$ cat src/rtl/hdmi_tx_stage_pkg.sv
// Shared types and constants for the median-filter video pipeline (RX window buffer and TX stage).
package hdmi_tx_stage_pkg;

  localparam int unsigned KERNEL_DIM = 5;
  localparam int unsigned BORDER     = KERNEL_DIM / 2;
  localparam int unsigned CHAN_W     = 8;
  localparam int unsigned PIXEL_W    = 3 * CHAN_W;

  // One RGB pixel, red in the top byte
  typedef struct packed {
    logic [CHAN_W-1:0] red;
    logic [CHAN_W-1:0] green;
    logic [CHAN_W-1:0] blue;
  } rgb_t;

  // Sync plus pixel word: dv at bit 26, hs at 25, vs at 24, RGB in 23:0
  typedef struct packed {
    logic dv;
    logic hs;
    logic vs;
    rgb_t rgb;
  } video_word_t;

  localparam int unsigned VIDEO_W = $bits(video_word_t);

  // Word carried through the TX latency-matching delay line
  typedef struct packed {
    logic        border;
    video_word_t vid;
  } tx_dly_word_t;

  localparam int unsigned TX_DLY_W = $bits(tx_dly_word_t);

  // Assemble a sync/pixel word from discrete signals
  function automatic video_word_t pack_video(input logic dv, input logic hs, input logic vs,
                                             input logic [CHAN_W-1:0] red,
                                             input logic [CHAN_W-1:0] green,
                                             input logic [CHAN_W-1:0] blue);
    video_word_t w;
    w.dv        = dv;
    w.hs        = hs;
    w.vs        = vs;
    w.rgb.red   = red;
    w.rgb.green = green;
    w.rgb.blue  = blue;
    return w;
  endfunction

endpackage

$ cat src/rtl/video_delay_line.sv
// Fixed-depth shift register used to match a pipeline latency; DEPTH >= 1.
module video_delay_line #(
  parameter int unsigned DATA_W = 28,
  parameter int unsigned DEPTH  = 8
) (
  input  logic              clk,
  input  logic              rst_n,
  input  logic [DATA_W-1:0] i_data,
  output logic [DATA_W-1:0] o_data
);

  logic [DATA_W-1:0] r_pipe [DEPTH];

  // Shift one stage per clock; stage 0 takes the input
  always_ff @(posedge clk or negedge rst_n) begin
    if (!rst_n) begin
      r_pipe <= '{default: '0};
    end else begin
      r_pipe[0] <= i_data;
      for (int i = 1; i < int'(DEPTH); i++) begin
        r_pipe[i] <= r_pipe[i-1];
      end
    end
  end

  assign o_data = r_pipe[DEPTH-1];

endmodule

$ cat src/rtl/hdmi_tx_stage.sv
// Output end of the median pipeline: measures frame geometry, flags the incomplete-window
// border, delays sync/centre to line up with the median result and registers the TX stream.
module hdmi_tx_stage
  import hdmi_tx_stage_pkg::*;
#(
  parameter int unsigned FILT_LAT = 8,
  parameter int unsigned BORDER   = hdmi_tx_stage_pkg::BORDER,
  parameter int unsigned CNT_W    = 12
) (
  input  logic             clk,
  input  logic             rst,
  input  logic             in_dv,
  input  logic             in_hs,
  input  logic             in_vs,
  input  logic [7:0]       center_red,
  input  logic [7:0]       center_green,
  input  logic [7:0]       center_blue,
  input  logic [7:0]       filt_red,
  input  logic [7:0]       filt_green,
  input  logic [7:0]       filt_blue,
  input  logic             border_mode,
  output logic [7:0]       tx_red,
  output logic [7:0]       tx_green,
  output logic [7:0]       tx_blue,
  output logic             tx_dv,
  output logic             tx_hs,
  output logic             tx_vs,
  output logic [CNT_W-1:0] line_width,
  output logic [CNT_W-1:0] frame_height
);

  localparam int unsigned      EXT_W      = CNT_W + 1;
  localparam logic [CNT_W-1:0] CNT_MAX    = '1;
  localparam logic [CNT_W-1:0] CNT_ONE    = CNT_W'(1);
  localparam logic [CNT_W-1:0] BORDER_CNT = CNT_W'(BORDER);
  localparam logic [EXT_W-1:0] BORDER_EXT = EXT_W'(BORDER);

  logic [CNT_W-1:0] r_x;
  logic [CNT_W-1:0] r_y;
  logic             r_dv_prev;
  logic             r_vs_prev;

  logic             w_dv_fall;
  logic             w_vs_rise;
  logic [EXT_W-1:0] w_x_ext;
  logic [EXT_W-1:0] w_y_ext;
  logic             w_border;
  tx_dly_word_t     w_dly_in;
  tx_dly_word_t     w_dly_out;
  rgb_t             w_pix;

  assign w_dv_fall = r_dv_prev & ~in_dv;
  assign w_vs_rise = ~r_vs_prev & in_vs;

  // Pixel/line counters and last measured line width / frame height
  always_ff @(posedge clk or negedge rst) begin
    if (!rst) begin
      r_x          <= '0;
      r_y          <= '0;
      r_dv_prev    <= 1'b0;
      r_vs_prev    <= 1'b0;
      line_width   <= '0;
      frame_height <= '0;
    end else begin
      r_dv_prev <= in_dv;
      r_vs_prev <= in_vs;
      // r_x holds the number of pixels already seen, so at the falling edge it is the width
      if (in_dv) begin
        r_x <= (r_x == CNT_MAX) ? r_x : r_x + CNT_ONE;
      end else if (w_dv_fall) begin
        line_width <= r_x;
        r_x        <= '0;
      end
      if (w_vs_rise) begin
        frame_height <= r_y;
        r_y          <= '0;
      end else if (w_dv_fall) begin
        r_y <= (r_y == CNT_MAX) ? r_y : r_y + CNT_ONE;
      end
    end
  end

  // Right/bottom tests are done as x + BORDER >= size so tiny sizes cannot underflow;
  // this also makes every pixel border when the size is below 2*BORDER+1.
  assign w_x_ext  = {1'b0, r_x} + BORDER_EXT;
  assign w_y_ext  = {1'b0, r_y} + BORDER_EXT;
  assign w_border = (r_x < BORDER_CNT) || (r_y < BORDER_CNT) ||
                    ((line_width   != '0) && (w_x_ext >= {1'b0, line_width})) ||
                    ((frame_height != '0) && (w_y_ext >= {1'b0, frame_height}));

  // Pack sync, border flag and centre pixel for the delay line
  always_comb begin
    w_dly_in        = '0;
    w_dly_in.border = w_border;
    w_dly_in.vid    = pack_video(in_dv, in_hs, in_vs, center_red, center_green, center_blue);
  end

  video_delay_line #(
    .DATA_W (TX_DLY_W),
    .DEPTH  (FILT_LAT)
  ) u_delay (
    .clk    (clk),
    .rst_n  (rst),
    .i_data (w_dly_in),
    .o_data (w_dly_out)
  );

  // Choose between blank, border replacement and filtered pixel
  always_comb begin
    w_pix = '0;
    if (w_dly_out.vid.dv) begin
      if (w_dly_out.border) begin
        if (border_mode) begin
          w_pix = w_dly_out.vid.rgb;
        end
      end else begin
        w_pix = rgb_t'({filt_red, filt_green, filt_blue});
      end
    end
  end

  // Registered TX stream
  always_ff @(posedge clk or negedge rst) begin
    if (!rst) begin
      tx_red   <= '0;
      tx_green <= '0;
      tx_blue  <= '0;
      tx_dv    <= 1'b0;
      tx_hs    <= 1'b0;
      tx_vs    <= 1'b0;
    end else begin
      tx_red   <= w_pix.red;
      tx_green <= w_pix.green;
      tx_blue  <= w_pix.blue;
      tx_dv    <= w_dly_out.vid.dv;
      tx_hs    <= w_dly_out.vid.hs;
      tx_vs    <= w_dly_out.vid.vs;
    end
  end

endmodule
$ cat config.mk
export PLATFORM = sky130hd
export DESIGN_NAME = hdmi_tx_stage
export DESIGN_NICKNAME = d
export VERILOG_FILES = /design/src/rtl/hdmi_tx_stage_pkg.sv /design/src/rtl/video_delay_line.sv /design/src/rtl/hdmi_tx_stage.sv
export SDC_FILE = /design/constraint.sdc
export NUM_CORES = 1
export LEC_CHECK = 0
export ABC_CLOCK_PERIOD_IN_PS = 7600
export BUFFER_PORTS_ARGS = -buffer_cell sky130_fd_sc_hd__buf_2
export CAP_MARGIN = 20
export CORE_MARGIN = 2
export CORE_UTILIZATION = 60
export DETAILED_ROUTE_END_ITERATION = 8
export GPL_TIMING_DRIVEN = 0
export PLACE_DENSITY = 0.8
export SLEW_MARGIN = 20
export SYNTH_ARGS = -nofsm -noshare
export SYNTH_HDL_FRONTEND = slang
export SYNTH_HIERARCHICAL = 1
export SYNTH_SLANG_ARGS = --single-unit
$ cat constraint.sdc
create_clock -name clk -period 7.6 [get_ports clk]
set_input_delay 0.38 -clock clk [delete_from_list [all_inputs] [get_ports clk]]
set_output_delay 0.38 -clock clk [all_outputs]
set_load 0.05 [all_outputs]
==> summary.md, run 1 <==
| Metric | Value |
|---|---|
| Reg2reg path depth | 9 |
| Grt ovf | 0 |
| Post-synth top flop | dfrtp_1 |
| Worst Path Arrival | 3320 ps |
| Worst r2r src | r_y[1] |
| Cell taking the most area after synthesis | dfrtp_1 |
| Max Cap Viol | 0 |
| Clock Path Buffers | 3 |
| Crit path time final | 2870 ps |
| Clk_skew | 8.67 ps |
| Initial antenna violation count | 0 |
| Critical Path Start Type | flop |
| Kind of critical path | flop to flop |
| EDFF count, synth | 0 |
| Post-CTS sizing | 0 |
| Area share of the largest cell type after synthesis | 73.5% |
| Ant. Diodes | 0 |
| CTS tree | yes |
| Multi-input gate area | 0.00220 mm^2 |
| Clk pin slew, worst setup/hold paths | 70 ps |
| Net switching power | 954 uW |
| Cell Pwr Density | 295 mW/mm^2 |
| Async S/R FF share, synth | 100% |
| Critical-path maximum fanout | 7 |
| Largest net degree at the start of global routing | 106 |
| Worst-Margin Slew | 711 ps |
| Post-Route WL | 19800 um |
| Syn Area/Cell | 14.2 um^2 |
| Hold Path Origin | in_dv |
| Vias in the first global route | 6361 |
| Synth Cell Area | 0.0103 mm^2 |
| Clock root cell | clkbuf_16 |
| Filler Cell Count | 963 |
| P&R area growth vs syn | 19.9% |
| WP data required | 8060 ps |
| CP Launch Point | r_y[1] |
| Final WS setup | 4730 ps |
| DR pass1 iterations | 5 |
| Tot Pwr | 3630 uW |
| Gr usage total | 23.0% |
| Status | finished clean |
| Clk Latency, worst-skew pair | 520 ps |
| Post-Synthesis Cells | 720 |
| R2R setup slack | 4730 ps |
| Drt via density | 5.22 |
| Reg-to-Reg End | u_delay/r_pipe[223] |
| RSZ-0062 raised after global routing | false |
| Netlist cell types | 46 |
| Leakage power total | 0.00586 uW |
| CTS Buf Count | 28 |
| Max-slew headroom | 51.4% |
| DRT iter0 DRCs | 446 |
| Logic pwr share | 13.2% |
| Final Cell Area | 0.0123 mm^2 |
| Detail Route Antenna Nets | 0 |
| # DRC | 0 |
| Fin Setup TNS | 0 ps |
| First-pass GRT wire length | 32400 um |
| Final Hold Vio Count | 0 |
| Hold WC Path Type | input pin to flop |
| Post-synth net total | 802 |
| Maximum clock rate | 349 MHz |
| Final setup violation count | 0 |
| Final net count | 965 |
| Hold depth | 1 |
| Initial core utilization | 61.6% |
| Fin crit share | 37.7% |
| Die X | 135 um |
| Yosys warns | 6 |
| Register area | 0.00753 mm^2 |
| Die Y | 135 um |
| Die area | 0.0181 mm^2 |
| Max H-tree Level | 1 |
| IO Port Bufs | 104 |
| Layout cells sized above 1 | 23.6% |
| Hold Path Sink | u_delay/r_pipe[222] |
| Crit. End Element | flop |
| Internal power | 2670 uW |
| Dominant cells by area after synthesis | dfrtp_1 (73%), ha_1 (3.4%), nor2b_1 (3.1%) |
| CORE AREA | 0.0166 mm^2 |
| Leading cell types in the layout, fill and taps excluded | dfrtp_1 (301), buf_2 (112), nor2b_1 (50) |
| Placed inst area | 0.0111 mm^2 |
| VDD IR max | 0.000218 V |
| Hold WS | 68.7 ps |
| Clock power frac | 37.8% |
| Via count | 5862 |
| Slew Viols, Final | 0 |
| Pre-CTS setup slack | 4780 ps |
| Sw Share | 26.3% |
| #FFs+latches synth | 301 |
| Part of the Yosys area used for sequential elements | 73.5% |
| Clock sink total | 301 |
| WL per Instance | 17.6 um |
| Most common cell after layout, fill and taps aside | dfrtp_1 |
| DP HPWL | 11500 um |
| Top-level port count | 105 |
| Placer Congestion | 0.884 |
| Sequential Power Share | 49.0% |
| Row Count | 47 |
cell usage after synthesis (all sizes together), types with 5 or more instances:
cell type	n
dfrtp	301
nor2b	50
buf	48
nand2	45
a21oi	35
o21ai	33
ha	28
inv	28
nor2	22
nand3	19
xor2	16
xnor2	14
clkbuf	12
nor4	12
o211ai	7
a21o	5
nand2b	5
nand4	5
critical path: stages, from the launching register on:
cell and delay (ps):
dfrtp_1 500, ha_1 280, nand3_1 220, nor3_4 330, nand2_1 110, xnor2_1 140
ha_1 300, nand3_1 90, a2111oi_0 640, a2111o_1 200
cell families after synthesis:
logic type | Yosys count | share of synthesized area (%)
compound gates | 98 | 5.93
simple gates | 172 | 9.27
buf+inv | 88 | 5.05
xor+xnor | 30 | 2.56
flops | 301 | 73.5
mux | 3 | 0.293
fa+ha+maj | 28 | 3.42
worst max path at each step:
stage / endpoint / slack (ps) / depth (start not counted)
6_report: u_delay/r_pipe[223] / 4730 / 9
5_1_grt: u_delay/r_pipe[223] / 4570 / 10
4_1_cts: u_delay/r_pipe[223] / 4770 / 9
3_5_place_dp: u_delay/r_pipe[223] / 4780 / 9
3_3_place_gp: frame_height[11] / 1200 / 1
2_1_floorplan: u_delay/r_pipe[223] / 5190 / 10
layer usage:
metal / GRT usage (%) / vias to the layer above / wire, um
met1: 30.1 / 2934 / 7930
met3: 3.30 / 51 / 1030
met2: 40.1 / 203 / 10200
met4: 7.49 / 0 / 571
li1: - / 2674 / -
met5: 0 / - / 0
area by class of cell:
| cell class | instances | share of cell area (%) |
|---|---|---|
| Sequential cell | 301 | 61.3 |
| Multi-Input combinational cell | 331 | 17.9 |
| Timing Repair Buffer | 133 | 6.96 |
| Clock buffer | 42 | 6.87 |
| Buffer | 60 | 3.36 |
| Tap cell | 220 | 2.24 |
| Inverter | 28 | 0.855 |
| Clock inverter | 7 | 0.560 |
state kept, by name, summed over array words and instances, names as in the netlist:
| signal | count |
|---|---|
| u_delay/r_pipe | 196 |
| u_delay/o_data | 28 |
| frame_height | 12 |
| line_width | 12 |
| r_x | 12 |
| r_y | 12 |
| tx_blue | 8 |
| tx_green | 8 |
| tx_red | 8 |
| r_dv_prev | 1 |
| r_vs_prev | 1 |
| tx_dv | 1 |
| tx_hs | 1 |
| tx_vs | 1 |
power by group through the flow:
| stage | Combinational (uW) | Clock (uW) | Sequential (uW) |
|---|---|---|---|
| finish | 480 | 1370 | 1780 |
| global placement | 436 | 0 | 1790 |
| detailed placement | 459 | 0 | 1800 |
| CTS | 485 | 1400 | 1780 |
| floorplan | 207 | 0 | 1890 |
| global route | 527 | 1460 | 1790 |
metrics by stage:
step                instances  utilization (%)
detailed placement       1046             66.8
finish                   1122             73.9
global placement         1044             66.4
global route             1122             73.9
CTS                      1122             73.9
floorplan                 720                -
what timing repair did:
item	CTS	global route
hold endpoints to repair	122	0
setup buffers	0	0
hold buffers	27	0
Power figures use the tool's default switching activity.
==> inputs of run 2 (changes only) <==
--- a/config.mk
+++ b/config.mk
@@ -5,14 +5,14 @@
 export SDC_FILE = /design/constraint.sdc
 export NUM_CORES = 1
 export LEC_CHECK = 0
-export ABC_CLOCK_PERIOD_IN_PS = 7600
+export ABC_CLOCK_PERIOD_IN_PS = 2400
 export BUFFER_PORTS_ARGS = -buffer_cell sky130_fd_sc_hd__buf_2
 export CAP_MARGIN = 20
 export CORE_MARGIN = 2
-export CORE_UTILIZATION = 60
+export CORE_UTILIZATION = 52
 export DETAILED_ROUTE_END_ITERATION = 8
 export GPL_TIMING_DRIVEN = 0
-export PLACE_DENSITY = 0.8
+export PLACE_DENSITY = 0.74
 export SLEW_MARGIN = 20
 export SYNTH_ARGS = -nofsm -noshare
 export SYNTH_HDL_FRONTEND = slang
==> constraint.sdc (replaced) <==
create_clock -name clk -period 2.4 [get_ports clk]
set_input_delay 0.12 -clock clk [delete_from_list [all_inputs] [get_ports clk]]
set_output_delay 0.12 -clock clk [all_outputs]
set_load 0.05 [all_outputs]
==> run 2 against run 1 <==
  * The flow now finishes with violations (hold timing, setup timing)
  * Clock skew increased by 1.7 ps
  * Flip-flop and latch count unchanged
  * Sequential power rose to 3.1 times the previous value
==> summary.md, run 2 (synthesized netlist as in run 1, its figures left out) <==
| Metric | Value |
|---|---|
| Sw Share | 25.1% (-1.2 points) |
| Cell Pwr Density | 913 mW/mm^2 (+210%) |
| Detail Route Antenna Nets | 0 (unchanged) |
| Crit path time final | 2440 ps (-432 ps) |
| Clk pin slew, worst setup/hold paths | 60 ps (about the same) |
| Clk_skew | 10.3 ps (+1.67 ps) |
| Clock root cell | clkbuf_16 |
| Logic pwr share | 14.3% (+1.1 points) |
| DRT iter0 DRCs | 247 (-45%) |
| Die X | 144 um (+7.2%) |
| Row Count | 51 (+8.5%) |
| Largest Register | u_delay/r_pipe |
| Max reg flops | 196 (unchanged) |
| Kind of critical path | flop to flop |
| Register area | 0.00754 mm^2 (about the same) |
| Internal power | 8880 uW (+230%) |
| Most common cell after layout, fill and taps aside | dfrtp_1 |
| Fin crit share | 102% (+64 points) |
| Via count | 5842 (-0.34%) |
| Vias in the first global route | 6102 (-4.1%) |
| Die area | 0.0209 mm^2 (+15%) |
| Leading cell types in the layout, fill and taps excluded | dfrtp_1 (297), buf_2 (108), buf_4 (54) |
| Post-Route WL | 17500 um (-12%) |
| Final WS setup | -36.1 ps (-4770 ps) |
| Crit. End Element | flop |
| WP data required | 2800 ps (-5260 ps) |
| Clock Path Buffers | 3 (unchanged) |
| Die Y | 144 um (+7.2%) |
| Clock power frac | 38.4% (+0.6 points) |
| Final setup violation count | 1 (+1) |
| DP HPWL | 10500 um (-8.8%) |
| IO Port Bufs | 104 (unchanged) |
| Top-level port count | 105 (unchanged) |
| Max-slew headroom | 66.8% (+15 points) |
| Filler Cell Count | 1385 (+44%) |
| Clk Latency, worst-skew pair | 520 ps (about the same) |
| Initial antenna violation count | 0 (unchanged) |
| Ant. Diodes | 0 (unchanged) |
| Utilization of the core after routing | 67.0% (-6.9 points) |
| CTS Buf Count | 29 (+3.6%) |
| P&R area growth vs syn | 26.7% |
| Placer Congestion | 0.880 (-0.52%) |
| Critical Path Start Type | flop |
| Clock sink total | 301 (unchanged) |
| Final net count | 1012 (+4.9%) |
| VDD IR max | 0.000630 V (+190%) |
| DR pass1 iterations | 4 (-1) |
| First-pass GRT wire length | 29200 um (-9.9%) |
| Hold WC Path Type | input pin to flop |
| Maximum clock rate | 410 MHz (+18%) |
| WL per Instance | 14.4 um (-18%) |
| CTS tree | yes |
| Grt ovf | 0 (unchanged) |
| Final Hold Vio Count | 1 (+1) |
| Largest net degree at the start of global routing | 106 (unchanged) |
| Slew Viols, Final | 0 (unchanged) |
| # DRC | 0 (unchanged) |
| Failing checks | hold timing, setup timing |
| Drt via density | 4.81 (-8.0%) |
| Placed inst area | 0.0112 mm^2 (+0.78%) |
| Leakage power total | 0.00615 uW (+4.9%) |
| Layout cells sized above 1 | 26.8% (+3.2 points) |
| Initial core utilization | 52.9% (-8.8 points) |
| CORE AREA | 0.0194 mm^2 (+17%) |
| Status | complete, but fails checks |
| Net switching power | 2980 uW (+210%) |
| Gr usage total | 17.7% (-5.2 points) |
| R2R setup slack | -40 ps (-4770 ps) |
| Max Cap Viol | 0 (unchanged) |
| Pre-CTS setup slack | -486 ps (-5270 ps) |
| Worst Path Arrival | 2830 ps (-490 ps) |
| Worst-Margin Slew | 497 ps (-214 ps) |
| Max H-tree Level | 1 (unchanged) |
| Critical-path maximum fanout | 4 (-3) |
| RSZ-0062 raised after global routing | true |
| Final Cell Area | 0.0130 mm^2 (+5.6%) |
| Multi-input gate area | 0.00232 mm^2 (+5.4%) |
| Sequential Power Share | 47.2% (-1.8 points) |
| Hold WS | -8.32 ps (-77.0 ps) |
run 2: cell types whose count changed in the layout (fill, tap and decap cells not counted), sizes merged:
cell	change
clkbuf	+3
clkinv	-1
buf	+23
dlygate4sd3	+22
bufinv	+2
clkinvlp	-1
run 2: routing by layer:
layer / up-vias / share of wire (%) / GRT usage, %
met2: 148 / 51 / 31.4
met3: 35 / 4.6 / 2.72
met1: 2888 / 42 / 22.6
li1: 2771 / - / -
met5: - / 0 / 0
met4: 0 / 2.1 / 5.57
run 2: metrics by stage:
stage	std cells	TNS [ps]	hold slack, ps	power (uW)
after floorplan	720	0	-176	6650
after global placement	1089	-1214530	228	7080
after detailed placement	1092	-486	69.7	7160
after CTS	1202	0	0.0235	12000
after global routing	1215	-80.7	57.9	12400
final	1215	-36.1	-8.32	11900
run 2: final cells by class:
type                       count  area share (%)
multi-input combinational    331            17.9
clock inverter                 7           0.867
sequential                   301            58.0
buffer                        60            3.28
inverter                      28           0.809
tap                          265            2.55
timing repair buffer         179            9.88
clock buffer                  44            6.71
run 2: power by group through the flow:
stage	Combinational, uW	Clock, uW	Sequential [uW]
floorplan	657	0	5990
global placement	1400	0	5680
detailed placement	1470	0	5690
CTS	1660	4680	5610
global route	1880	4910	5640
finish	1700	4560	5600
run 2: worst max-delay path, stage by stage (launching register included):
cell and delay [ps]:
dfrtp_2 440, ha_4 180, nand3_4 90, nor3_4 230, nand2_1 100, xnor2_1 140, ha_1 330, a221oi_2 330
a21oi_2 100, a2111o_1 360
run 2: final timing paths:
kind,startpoint,to,cells after the start
worst max-delay path,r_y[2],u_delay/r_pipe[223],9
worst min-delay path,filt_green[1],tx_green[1],4
worst max register to register,r_y[2],u_delay/r_pipe[223],9
worst min register to register,u_delay/r_pipe[153],u_delay/r_pipe[125],0
max in group asynchronous,rst,u_delay/r_pipe[150],3
min in group asynchronous,rst,tx_red[4],2
run 2: repair_timing:
item                                    4_1_cts  5_1_grt
gates resized for setup                      25        8
pin swaps                                     7       14
endpoints found under the setup margin        1        1
hold buffers                                 49        0
endpoints found under the hold margin       298        0
buffers inserted                             10       13
==> inputs of run 3 (changes only) <==
--- a/config.mk
+++ b/config.mk
@@ -13,6 +13,7 @@
 export DETAILED_ROUTE_END_ITERATION = 8
 export GPL_TIMING_DRIVEN = 0
 export PLACE_DENSITY = 0.74
+export SKIP_CTS_REPAIR_TIMING = 1
 export SLEW_MARGIN = 20
 export SYNTH_ARGS = -nofsm -noshare
 export SYNTH_HDL_FRONTEND = slang
==> run 3 against run 2 <==
  * The run still ends with hold timing, setup timing left
  * Critical path depth stayed put
  * Total power is 0.33% lower
  * Final cell count is 2.6% lower
  * Sequential power hardly changed
  * Clock skew hardly changed
  * Design area is 2.2% lower
  * First-iteration DRC count is 7.3% lower
  * Via count is 3.0% lower
  * Register-to-register slack hardly changed
  * Utilization is 1.5 points lower
  * Hold slack worse by 1.2 ps
  * Fmax is 0.57% lower
  * Largest cell class unchanged
==> summary.md, run 3 (synthesized netlist as in run 1, its figures left out) <==
| Metric | Value |
|---|---|
| Largest Register | u_delay/r_pipe |
| First-pass GRT wire length | 27100 um (-7.2%) |
| Hold WC Path Type | input pin to flop |
| Logic pwr share | 14.0% (-0.3 points) |
| P&R area growth vs syn | 23.9% |
| Grt ovf | 0 (unchanged) |
| Worst path bufs/invs | 0 (unchanged) |
| Tot Pwr | 11800 uW (-0.33%) |
| Worst-Margin Slew | 501 ps (+3.83 ps) |
| Final Cell Area | 0.0127 mm^2 (-2.2%) |
| RSZ-0062 raised after global routing | true |
| WL per Instance | 14.1 um (-1.9%) |
| Status | complete, but fails checks |
| Busiest grt layer | met2 |
| Crit path time final | 2450 ps (+13.9 ps) |
| Sequential Power Share | 47.5% (+0.3 points) |
| Hold Path Origin | filt_red[7] |
| IO Port Bufs | 104 (unchanged) |
| Leakage power total | 0.00600 uW (-2.4%) |
| CORE AREA | 0.0194 mm^2 (unchanged) |
| Hold Path Sink | tx_red[7] |
| WP data required | 2800 ps (about the same) |
| Reg-to-Reg End | u_delay/r_pipe[223] |
| Detail Route Antenna Nets | 0 (unchanged) |
| DR pass1 iterations | 4 (unchanged) |
| Clock sink total | 301 (unchanged) |
| Grt met2 use | 28.2% (-3.2 points) |
| Final Hold Vio Count | 4 (+3) |
| Max Cap Viol | 0 (unchanged) |
| Crit. End Element | flop |
| Max reg flops | 196 (unchanged) |
| Sw Share | 25.0% (-0.15 points) |
| Fin crit share | 102% (+0.58 points) |
| Die X | 144 um (unchanged) |
| Placer Congestion | 0.880 (unchanged) |
| DRT iter0 DRCs | 229 (-7.3%) |
| Row Count | 51 (unchanged) |
| Clk pin slew, worst setup/hold paths | 60 ps (about the same) |
| Clock Path Buffers | 3 (unchanged) |
| Net switching power | 2950 uW (-0.93%) |
| Kind of critical path | flop to flop |
| Drt via density | 4.79 (-0.35%) |
| Critical-path maximum fanout | 7 (+3) |
| Hold depth | 4 (unchanged) |
| Initial core utilization | 52.9% (unchanged) |
| Met3 Usage GRT | 2.72% (unchanged) |
| Final WS setup | -50.0 ps (-13.9 ps) |
| Max-slew headroom | 66.6% (-0.26 points) |
| Largest net degree at the start of global routing | 106 (unchanged) |
| R2R setup slack | -50 ps (about the same) |
| Worst r2r src | r_y[2] |
| Clock power frac | 38.5% (about the same) |
| Maximum clock rate | 408 MHz (-0.57%) |
| Final setup violation count | 1 (unchanged) |
| Delay of the slowest critical-path stage | 480 ps (+40 ps) |
| Die area | 0.0209 mm^2 (unchanged) |
| Worst Path Arrival | 2850 ps (+20 ps) |
| Reg2reg path depth | 9 (unchanged) |
| Most common cell after layout, fill and taps aside | dfrtp_1 |
| Clk Latency, worst-skew pair | 520 ps (about the same) |
| Clk_skew | 10.7 ps (+0.333 ps) |
| Layout cells sized above 1 | 26.3% (-0.59 points) |
| Top-level port count | 105 (unchanged) |
| Max H-tree Level | 1 (unchanged) |
| Die Y | 144 um (unchanged) |
| # DRC | 0 (unchanged) |
| Clock root cell | clkbuf_16 |
| Internal power | 8870 uW (-0.13%) |
| CTS tree | yes |
| Leading cell types in the layout, fill and taps excluded | dfrtp_1 (297), buf_2 (109), nor2b_1 (50) |
| Cell-by-cell trace of the critical path | ha_4 -> nand3_4 -> nor3_4 -> nand2_1 -> xnor2_1 -> ha_1 -> a221oi_2 -> a21oi_2 -> a2111o_1 |
| Hold WS | -9.53 ps (-1.21 ps) |
| Via count | 5668 (-3.0%) |
| Failing checks | hold timing, setup timing |
| DP HPWL | 10500 um (unchanged) |
| CTS Buf Count | 29 (unchanged) |
| Slowest-stage cell, CP | dfrtp_2 |
| Cell family with most CP delay | compound AO/OA/AOI/OAI gates |
| GR Util met1 | 21.5% (-1.1 points) |
| Placed inst area | 0.0112 mm^2 (unchanged) |
| Cell Pwr Density | 930 mW/mm^2 (+1.9%) |
| VDD IR max | 0.000582 V (-7.7%) |
| Initial antenna violation count | 0 (unchanged) |
| Post-Route WL | 16700 um (-4.4%) |
| Slew Viols, Final | 0 (unchanged) |
| Ant. Diodes | 0 (unchanged) |
| Final net count | 980 (-3.2%) |
| Vias in the first global route | 5629 (-7.8%) |
| Gr usage total | 16.4% (-1.3 points) |
| Critical Path Start Type | flop |
[run 3: worst min-delay path, cell delays in order]
cell,delay (ps)
buf_2,80
nor2b_1,120
a21oi_1,50
nor2b_1,100
[run 3: how the worst max path moves through the flow]
stage	from	to	slack [ps]	cells past startpoint
2_1_floorplan	r_y[2]	u_delay/r_pipe[223]	4	9
3_3_place_gp	rst	frame_height[1]	-4060	1
6_report	r_y[2]	u_delay/r_pipe[223]	-50	9
4_1_cts	r_y[1]	u_delay/r_pipe[223]	-500	9
5_1_grt	r_x[2]	u_delay/r_pipe[223]	-110	10
3_5_place_dp	r_y[1]	u_delay/r_pipe[223]	-490	9
[run 3: area by class of cell]
type | instances | area, um^2
inverter | 28 | 105
multi-input combinational | 331 | 2320
buffer | 60 | 428
fill | 1432 | 6690
tap | 265 | 332
clock inverter | 7 | 113
sequential | 301 | 7540
timing repair buffer | 147 | 1000
clock buffer | 44 | 872
[run 3: power groups by stage]
stage | Clock [uW] | Sequential, uW | Combinational, uW
after floorplan | 0 | 5990 | 657
after global placement | 0 | 5680 | 1400
after detailed placement | 0 | 5690 | 1470
after CTS | 4680 | 5610 | 1480
after global routing | 4900 | 5650 | 1840
final | 4550 | 5620 | 1660
[run 3: metal layers]
layer / vias up / part of all wire [%]
met5: - / 0
met3: 28 / 4.4
met2: 124 / 51
li1: 2704 / -
met4: 0 / 2.0
met1: 2812 / 43
[run 3: through the flow]
| step | TNS [ps] | std cells | utilization [%] | hold slack (ps) | setup WS, ps |
|---|---|---|---|---|---|
| after floorplan | 0 | 720 | - | -176 | 4.13 |
| after global placement | -1214530 | 1089 | 57.3 | 228 | -4060 |
| after detailed placement | -486 | 1092 | 57.7 | 69.7 | -486 |
| after CTS | -501 | 1143 | 62.8 | -485 | -501 |
| after global routing | -109 | 1183 | 65.5 | 2.48 | -109 |
| final | -50.0 | 1183 | 65.5 | -9.53 | -50.0 |
